[src/rtl/router_input_port.sv]
// router_input_port: decodes a serial LSB-first address, buffers payload bits in a bit-FIFO
// and replays them on the selected serial output once that output is free.
module router_input_port #(
    parameter int N_PORTS    = 16,
    parameter int PAD_CYCLES = 5,
    parameter int BUF_DEPTH  = 16
) (
    input  logic               clk,
    input  logic               reset_n,
    input  logic               frame_n,
    input  logic               valid_n,
    input  logic               din,
    input  logic [N_PORTS-1:0] busy,
    output logic [N_PORTS-1:0] frameo_n,
    output logic [N_PORTS-1:0] valido_n,
    output logic [N_PORTS-1:0] dout,
    output logic               idle,
    output logic               pkt_done,
    output logic               pkt_drop
);
    localparam int ADDR_W = $clog2(N_PORTS);
    localparam int PTR_W  = $clog2(BUF_DEPTH);
    localparam int CNT_W  = $clog2(PAD_CYCLES + ADDR_W + 1);

    localparam logic [CNT_W-1:0] CNT_ONE   = CNT_W'(1);
    localparam logic [CNT_W-1:0] ADDR_LAST = CNT_W'(ADDR_W - 1);
    localparam logic [CNT_W-1:0] PAD_LAST  = CNT_W'(PAD_CYCLES - 1);
    localparam logic [PTR_W-1:0] PTR_ONE   = PTR_W'(1);
    localparam logic [PTR_W:0]   LVL_ONE   = (PTR_W + 1)'(1);
    localparam logic [PTR_W:0]   FULL_LVL  = (PTR_W + 1)'(BUF_DEPTH);

    typedef enum logic [2:0] {
        S_IDLE,
        S_ADDR,
        S_PAD,
        S_DATA,
        S_DRAIN,
        S_DROP
    } state_t;

    state_t             state_q, state_d;
    logic [CNT_W-1:0]   cnt_q, cnt_d;
    logic [ADDR_W-1:0]  addr_q, addr_d;
    logic               grant_q, grant_d;
    logic               active_q, active_d;
    logic [PTR_W-1:0]   wr_ptr_q, wr_ptr_d;
    logic [PTR_W-1:0]   rd_ptr_q, rd_ptr_d;
    logic [PTR_W:0]     level_q, level_d;
    logic [1:0]         mem_q [BUF_DEPTH];
    logic [N_PORTS-1:0] frameo_q, frameo_d;
    logic [N_PORTS-1:0] valido_q, valido_d;
    logic [N_PORTS-1:0] dout_q, dout_d;
    logic               done_q, done_d;
    logic               drop_q, drop_d;

    logic push, flush, pop, empty, full, pop_last, pop_bit;

    // Address arrives LSB first: new bits enter at the top, so after ADDR_W shifts bit 0 sits at the LSB.
    function automatic logic [ADDR_W-1:0] shift_in(input logic [ADDR_W-1:0] a, input logic b);
        logic [ADDR_W-1:0] r;
        r = a >> 1;
        r[ADDR_W-1] = b;
        return r;
    endfunction

    assign empty = (level_q == '0);
    assign full  = (level_q == FULL_LVL);
    assign pop   = grant_q && !empty;
    assign {pop_last, pop_bit} = mem_q[rd_ptr_q];

    always_ff @(posedge clk) begin
        if (push) begin
            mem_q[wr_ptr_q] <= {frame_n, din};
        end
    end

    always_comb begin
        state_d = state_q;
        cnt_d   = cnt_q;
        addr_d  = addr_q;
        grant_d = grant_q;
        drop_d  = 1'b0;
        push    = 1'b0;
        flush   = 1'b0;
        case (state_q)
            S_IDLE: begin
                if (!frame_n) begin
                    addr_d = shift_in(addr_q, din);
                    if (ADDR_W == 1) begin
                        state_d = S_PAD;
                        cnt_d   = PAD_LAST;
                    end else begin
                        state_d = S_ADDR;
                        cnt_d   = ADDR_LAST;
                    end
                end
            end
            S_ADDR: begin
                if (frame_n) begin
                    drop_d  = 1'b1;
                    state_d = S_IDLE;
                end else begin
                    addr_d = shift_in(addr_q, din);
                    if (cnt_q == CNT_ONE) begin
                        state_d = S_PAD;
                        cnt_d   = PAD_LAST;
                    end else begin
                        cnt_d = cnt_q - CNT_ONE;
                    end
                end
            end
            S_PAD: begin
                if (frame_n) begin
                    drop_d  = 1'b1;
                    state_d = S_IDLE;
                end else if (cnt_q == '0) begin
                    state_d = S_DATA;
                end else begin
                    cnt_d = cnt_q - CNT_ONE;
                end
            end
            S_DATA: begin
                if (!valid_n) begin
                    if (full && !pop) begin
                        drop_d  = 1'b1;
                        state_d = S_DROP;
                    end else begin
                        push = 1'b1;
                        if (frame_n) begin
                            state_d = S_DRAIN;
                        end
                    end
                end
            end
            S_DRAIN: begin
                if (pop && pop_last) begin
                    state_d = S_IDLE;
                end
            end
            S_DROP: begin
                flush = 1'b1;
                if (frame_n) begin
                    state_d = S_IDLE;
                end
            end
            default: state_d = S_IDLE;
        endcase

        // Once granted, busy is ignored until the final bit leaves the FIFO.
        if ((state_q == S_DATA || state_q == S_DRAIN) && !grant_q && !busy[addr_q]) begin
            grant_d = 1'b1;
        end
        if (pop && pop_last) begin
            grant_d = 1'b0;
        end
    end

    always_comb begin
        wr_ptr_d = wr_ptr_q;
        rd_ptr_d = rd_ptr_q;
        level_d  = level_q;
        if (flush) begin
            wr_ptr_d = '0;
            rd_ptr_d = '0;
            level_d  = '0;
        end else begin
            if (push) wr_ptr_d = wr_ptr_q + PTR_ONE;
            if (pop)  rd_ptr_d = rd_ptr_q + PTR_ONE;
            case ({push, pop})
                2'b10:   level_d = level_q + LVL_ONE;
                2'b01:   level_d = level_q - LVL_ONE;
                default: level_d = level_q;
            endcase
        end
    end

    always_comb begin
        frameo_d = '1;
        valido_d = '1;
        dout_d   = '0;
        active_d = active_q;
        done_d   = pop && pop_last;
        if (pop) begin
            frameo_d[addr_q] = pop_last;
            valido_d[addr_q] = 1'b0;
            dout_d[addr_q]   = pop_bit;
            active_d         = !pop_last;
        end else if (active_q) begin
            // Input gap while a packet is being replayed: keep the frame open.
            frameo_d[addr_q] = 1'b0;
        end
    end

    always_ff @(posedge clk or negedge reset_n) begin
        if (!reset_n) begin
            state_q  <= S_IDLE;
            cnt_q    <= '0;
            addr_q   <= '0;
            grant_q  <= 1'b0;
            active_q <= 1'b0;
            wr_ptr_q <= '0;
            rd_ptr_q <= '0;
            level_q  <= '0;
            frameo_q <= '1;
            valido_q <= '1;
            dout_q   <= '0;
            done_q   <= 1'b0;
            drop_q   <= 1'b0;
        end else begin
            state_q  <= state_d;
            cnt_q    <= cnt_d;
            addr_q   <= addr_d;
            grant_q  <= grant_d;
            active_q <= active_d;
            wr_ptr_q <= wr_ptr_d;
            rd_ptr_q <= rd_ptr_d;
            level_q  <= level_d;
            frameo_q <= frameo_d;
            valido_q <= valido_d;
            dout_q   <= dout_d;
            done_q   <= done_d;
            drop_q   <= drop_d;
        end
    end

    assign frameo_n = frameo_q;
    assign valido_n = valido_q;
    assign dout     = dout_q;
    assign idle     = (state_q == S_IDLE);
    assign pkt_done = done_q;
    assign pkt_drop = drop_q;
endmodule

[config.mk]
export PLATFORM = sky130hd
export DESIGN_NAME = router_input_port
export DESIGN_NICKNAME = d
export VERILOG_FILES = /design/src/rtl/router_input_port.sv
export SDC_FILE = /design/constraint.sdc
export NUM_CORES = 1
export LEC_CHECK = 0
export ABC_CLOCK_PERIOD_IN_PS = 5300
export CAP_MARGIN = 40
export CORE_MARGIN = 2
export CORE_UTILIZATION = 25
export DETAILED_ROUTE_END_ITERATION = 8
export MAX_ROUTING_LAYER = met4
export RECOVER_POWER = 50
export SLEW_MARGIN = 20
export SYNTH_ARGS = -nofsm -noshare
export SYNTH_HDL_FRONTEND = slang
export SYNTH_SLANG_ARGS = --single-unit
[constraint.sdc]
create_clock -name clk -period 5.3 [get_ports clk]
set_input_delay 1.325 -clock clk [delete_from_list [all_inputs] [get_ports clk]]
set_output_delay 1.325 -clock clk [all_outputs]
set_load 0.01 [all_outputs]
After elaboration in Yosys (flattened, before gate mapping)
Memory sizes are Yosys's and may differ from the RTL's.
Index checks and enable logic that the tools add are counted.
Storage, ports and cells
  bits in registers: 76
  input bits: 21
  memory bits (writable): 32
  output and inout bits: 51
  memory bits (read-only): 0
  memories: 1
  latch bits: 0
Memories
  mem_q: words 16, width 2, rd ports 1, clocked after memory_dff 0, write ports 1, line 49  | logic [1:0] mem_q [BUF_DEPTH];
Operators by class
  multiplexer cells: 43
  $lt $le $gt $ge: 2
  $add $sub $neg: 5
  shift-type cells: 0
  reduce and logical (&&, ||, !) cells: 25
  eq/ne operators: 19
  div/mod/pow operators: 0
  bitwise logic cells: 4
  multiply operators: 0
Operators by type and width (number)
  $mux W16: 4
  $mux W4: 9
  $mux W3: 10
  $pmux W3 S6: 1
  $and A16 B16 Y16: 1
  $not A16 Y16: 1
  $or A16 B16 Y16: 1
  $ne A2 B2 Y1 const B: 7
  $mux W1: 13
  $pmux W4 S3: 1
  $pmux W5 S2: 1
  $ne A3 B3 Y1 const B: 3
  $add A4 B1 Y4 const B: 2
  $reduce_and A7 Y1: 1
  $eq A3 B2 Y1 const B: 2
  $eq A3 B3 Y1 const B: 2
  $logic_and A1 B1 Y1: 6
  $reduce_bool A2 Y1: 3
  $reduce_bool A3 Y1: 2
  $add A5 B1 Y5 const B: 1
  $eq A5 B5 Y1 const B: 1
  $logic_not A1 Y1: 5
  $logic_not A5 Y1: 1
  $lt A4 B5 Y1 const B: 1
  other kinds (18): 19

Depth between registers and ports, before layout
  depth in word-level cells: 11
  gate-level depth with buffers: 9
  mapped depth without buffers: 9

Worst setup path after synthesis
No wires, ideal clock.
  kind: input to register
  from: input port valid_n
  to: register level_q[4]
  arrival: 2771 ps
  cell stages on the path: 9
  path slack: 2397 ps
  buffers on the path: 0
  cells stage by stage: nand4bb_1 o211a_1 xor2_1 ha_1 or3_1 a21oi_1 a32oi_1 xor2_1 nor2_1
Between the ends
  word-level cells in the longest chain between the ends: 5
RTL lines
  start, declared: line 11  | input logic valid_n,
  $mux W1 *: line 123  | if (!valid_n) begin
  $mux W1 *: line 85  | case (state_q)
  $eq A2 B1 Y1 or $eq A2 B2 Y1 (tied branches): line 169  | case ({push, pop})
  $pmux W5 S2: line 169
  $mux W5: line 162  | if (flush) begin
  end signal, assigned: line 217  | level_q <= level_d;
  end, declared: line 48  | logic [PTR_W:0] level_q, level_d;
Mark *: on every way between the ends. The rest lies on a longest branch, timed or not.
A chain may end at the register's enable or synchronous reset.

Final worst setup path
Same ends and word-level chain as after synthesis.

==> results.cfg <==
[run_status]
status = complete, but fails checks
violations = max-capacitance violations, max-slew violations

[sta]
worst-slew-pin-transition_ns = 1.91
fmax_ghz = 0.305
fin_worst_skew_ns = 0.0126
fin_setup_tns_ns = 0
drv_slew = 32
rsz0062_at_grt = no
whs_ns = 0.546
max_slew_margin_pct = -27.4
hold_viol_final = 0
post-route-min-period_ns = 3.28
setup_viol = 0
fin_crit_sh_pct = 61.9

[worst_setup_path]
startpoint = valid_n
rr_startpoint = rd_ptr_q[0]
worstSetupPathType = input port to flop
required_ns = 5.59
cp_max_fo = 5
end_kind = flop
crit_arrival_ns = 3.57
start_kind = input port

[power_and_ir_drop]
comb_power_share_pct = 2.8
irDropWorstVdd_mv = 0.129
seqPwrFrac_pct = 53.4
p_int_mw = 1.25
clockPowerShare_pct = 43.8
p_leak_nw = 2.26
swShare_pct = 22.7
total_switching_power_mw = 0.365
fin_total_pwr_mw = 1.61
p_per_area_nw_per_um2 = 270

[floorplan]
core_area_um2 = 18600
io-pin-count = 72
initial_utilization_pct = 25.3
die_area_um2 = 20000
die_w_um = 141
placementRows = 50
die_h_um = 141

[cells_and_area]
final_nets = 486
multi_input_area_um2 = 1670
drive_gt1_share_pct = 14.3
seq_area_um2 = 2900
num_antenna_cells = 0
fin_area_um2 = 5960
n_fill_cell = 1879
areaGrowthSynthToFinish_pct = 26.2

[synth]
synth_common_cells = 44 x dfrtp_1, 42 x nor2_1, 36 x nand2_1
yosysMostFrequentCell = dfrtp_1
synth_edf_count = 32
seq_area_frac_synth_pct = 61.4
synth_top_area_share_pct = 23.3
syn_nets = 420
ys.warnings.count = 0
synth_top_cell_by_area = dfrtp_1
synth-seq-cells = 108
syn-instance-count = 390
synth_ff_type = dfrtp_1
avgSynthCellArea_um2 = 12.1
synth_area_leaders = dfrtp_1 23%, edfxtp_1 20%, dfstp_2 18%, mux2i_1 3.4%, mux4_2 3.3%
ys_types = 54
syn_area_um2 = 4730
async_flop_share_pct = 70.4

[clock_network]
clk_latency_ns = 0.36
clockBufferDepth = 2
cts_buffers = 9
cts_hold_buf = 0
clk_pin_slew_ns = 0.07
cts_root_buffer = clkbuf_16
cts-resized-gates = 0
cts_setup_buffers = 0
ctsHtreeMaxLevel = 3
cts_tree = done
cts_sinks = 108

[global_route]
gr-usage-met2_pct = 18.6
grt_usage_pct = 11.0
grt.met1_usage_pct = 12.6
grt_pass1_wl_um = 16800
grt_pass1_vias = 3244
top_usage_layer = met2
antenna_found_initial = 0
grt_max_degree = 46
globalRouteOverflowTotal = 0
grtUsageMet3_pct = 2.73

[route]
wire_per_inst_um = 14.4
num_vias = 3157
drc = 0
ant_nets = 0
vias_per_cell = 4.54
wl_um = 10000
initialDrtViolationCount = 151
firstDrtPassIters = 4

[placed_design]
post_dp_cell_area_um2 = 5660
portBuffers = 71
globalplace.congestion = 0.771
hpwl_um = 7370

[hold_path]
hp-start = rd_ptr_q[0]
hp-class = flop to flop

[flow_run]
drv_cap = 1
==> worst max-delay path, stage by stage <==
cell and delay [ns]:
clkdlybuf4s50_1 0.48, nand4bb_1 0.29, o211a_1 0.25, xor2_1 0.17
ha_1 0.22, or3_1 0.31, a21oi_1 0.16, a32oi_1 0.09
xor2_1 0.19, nor2_1 0.09
==> through the flow <==
stage          setup WS [ns]  utilization (%)  std cells
2_1_floorplan           2.40                -        390
3_3_place_gp            1.70             30.2        675
3_5_place_dp            1.70             30.3        678
4_1_cts                 2.06             32.1        694
5_1_grt                 1.84             32.0        695
6_report                2.02             32.0        695
==> flip-flops by register name, indices dropped and copies added (netlist names) <==
| signal | flops |
|---|---|
| cnt_q | 4 |
| rd_ptr_q | 4 |
| pkt_done | 1 |
| addr_q | 4 |
| level_q | 5 |
| frameo_n | 16 |
| wr_ptr_q | 4 |
| state_q | 3 |
| dout | 16 |
| grant_q | 1 |
| pkt_drop | 1 |
| valido_n | 16 |
| active_q | 1 |
| mem_q | 32 |
==> routing by layer <==
metal  share of wire, %  vias to the layer above
met5                  0                        -
met4                1.6                        0
met3                4.7                       12
met2                 50                       74
met1                 43                     1556
li1                   -                     1515
==> power by group through the flow <==
stage	combinational (mW)	clock, mW	sequential [mW]
5_1_grt	0.0504	0.752	0.861
3_3_place_gp	0.0438	0	0.877
6_report	0.0444	0.706	0.861
2_1_floorplan	0.0112	0	0.876
4_1_cts	0.0472	0.725	0.861
3_5_place_dp	0.0473	0	0.877
==> final timing paths <==
| kind | to | slack (ns) | cells after the start |
|---|---|---|---|
| min in group asynchronous | wr_ptr_q[1] | 1.49 | 1 |
| hold / removal | rd_ptr_q[0] | 0.55 | 2 |
| hold reg to reg | rd_ptr_q[0] | 0.55 | 2 |
| setup reg to reg | dout[0] | 2.61 | 6 |
| setup / recovery | level_q[4] | 2.02 | 10 |
| max in group asynchronous | addr_q[3] | 2.71 | 1 |
==> placed cells by master (no fill, tap or decap), types with 3 or more instances in the layout <==
cell type / instances
a31oi_1: 3
nor3_1: 5
a22oi_1: 3
clkbuf_16: 10
and3_1: 4
dfrtp_1: 44
mux2_2: 5
a21oi_1: 12
nor2b_1: 8
ha_1: 9
xnor2_1: 3
mux2i_1: 16
inv_1: 8
nand3_1: 20
nand2_1: 36
mux4_2: 7
dfstp_2: 32
edfxtp_1: 32
and2_1: 9
nand4_1: 3
and2_0: 4
clkbuf_1: 3
and4_1: 4
o21ai_0: 19
clkdlybuf4s50_1: 68
xor2_1: 8
nand2b_1: 5
nor2_1: 42
==> final cells by class <==
cell class / count / area share [%]
Tap cell: 234 / 4.91
Sequential cell: 108 / 48.7
Clock buffer: 10 / 4.20
Multi-Input combinational cell: 253 / 28.0
Clock inverter: 6 / 1.22
Inverter: 8 / 0.504
Timing Repair Buffer: 76 / 12.5
==> cells by family (layout without fill, tap and decap cells) <==
family / Yosys count / count (layout) / synth area share, %
DFF: 108 / 108 / 61.4
and+or+nand+nor: 153 / 153 / 16.2
AOI/OAI and AO/OA: 52 / 52 / 7.07
xor gates and xnor gates: 11 / 11 / 2.04
muxes: 28 / 28 / 7.92
adders and majority gates: 9 / 9 / 2.38
buffers and inverters: 29 / 100 / 2.94
(Power assumes the default switching activity.)
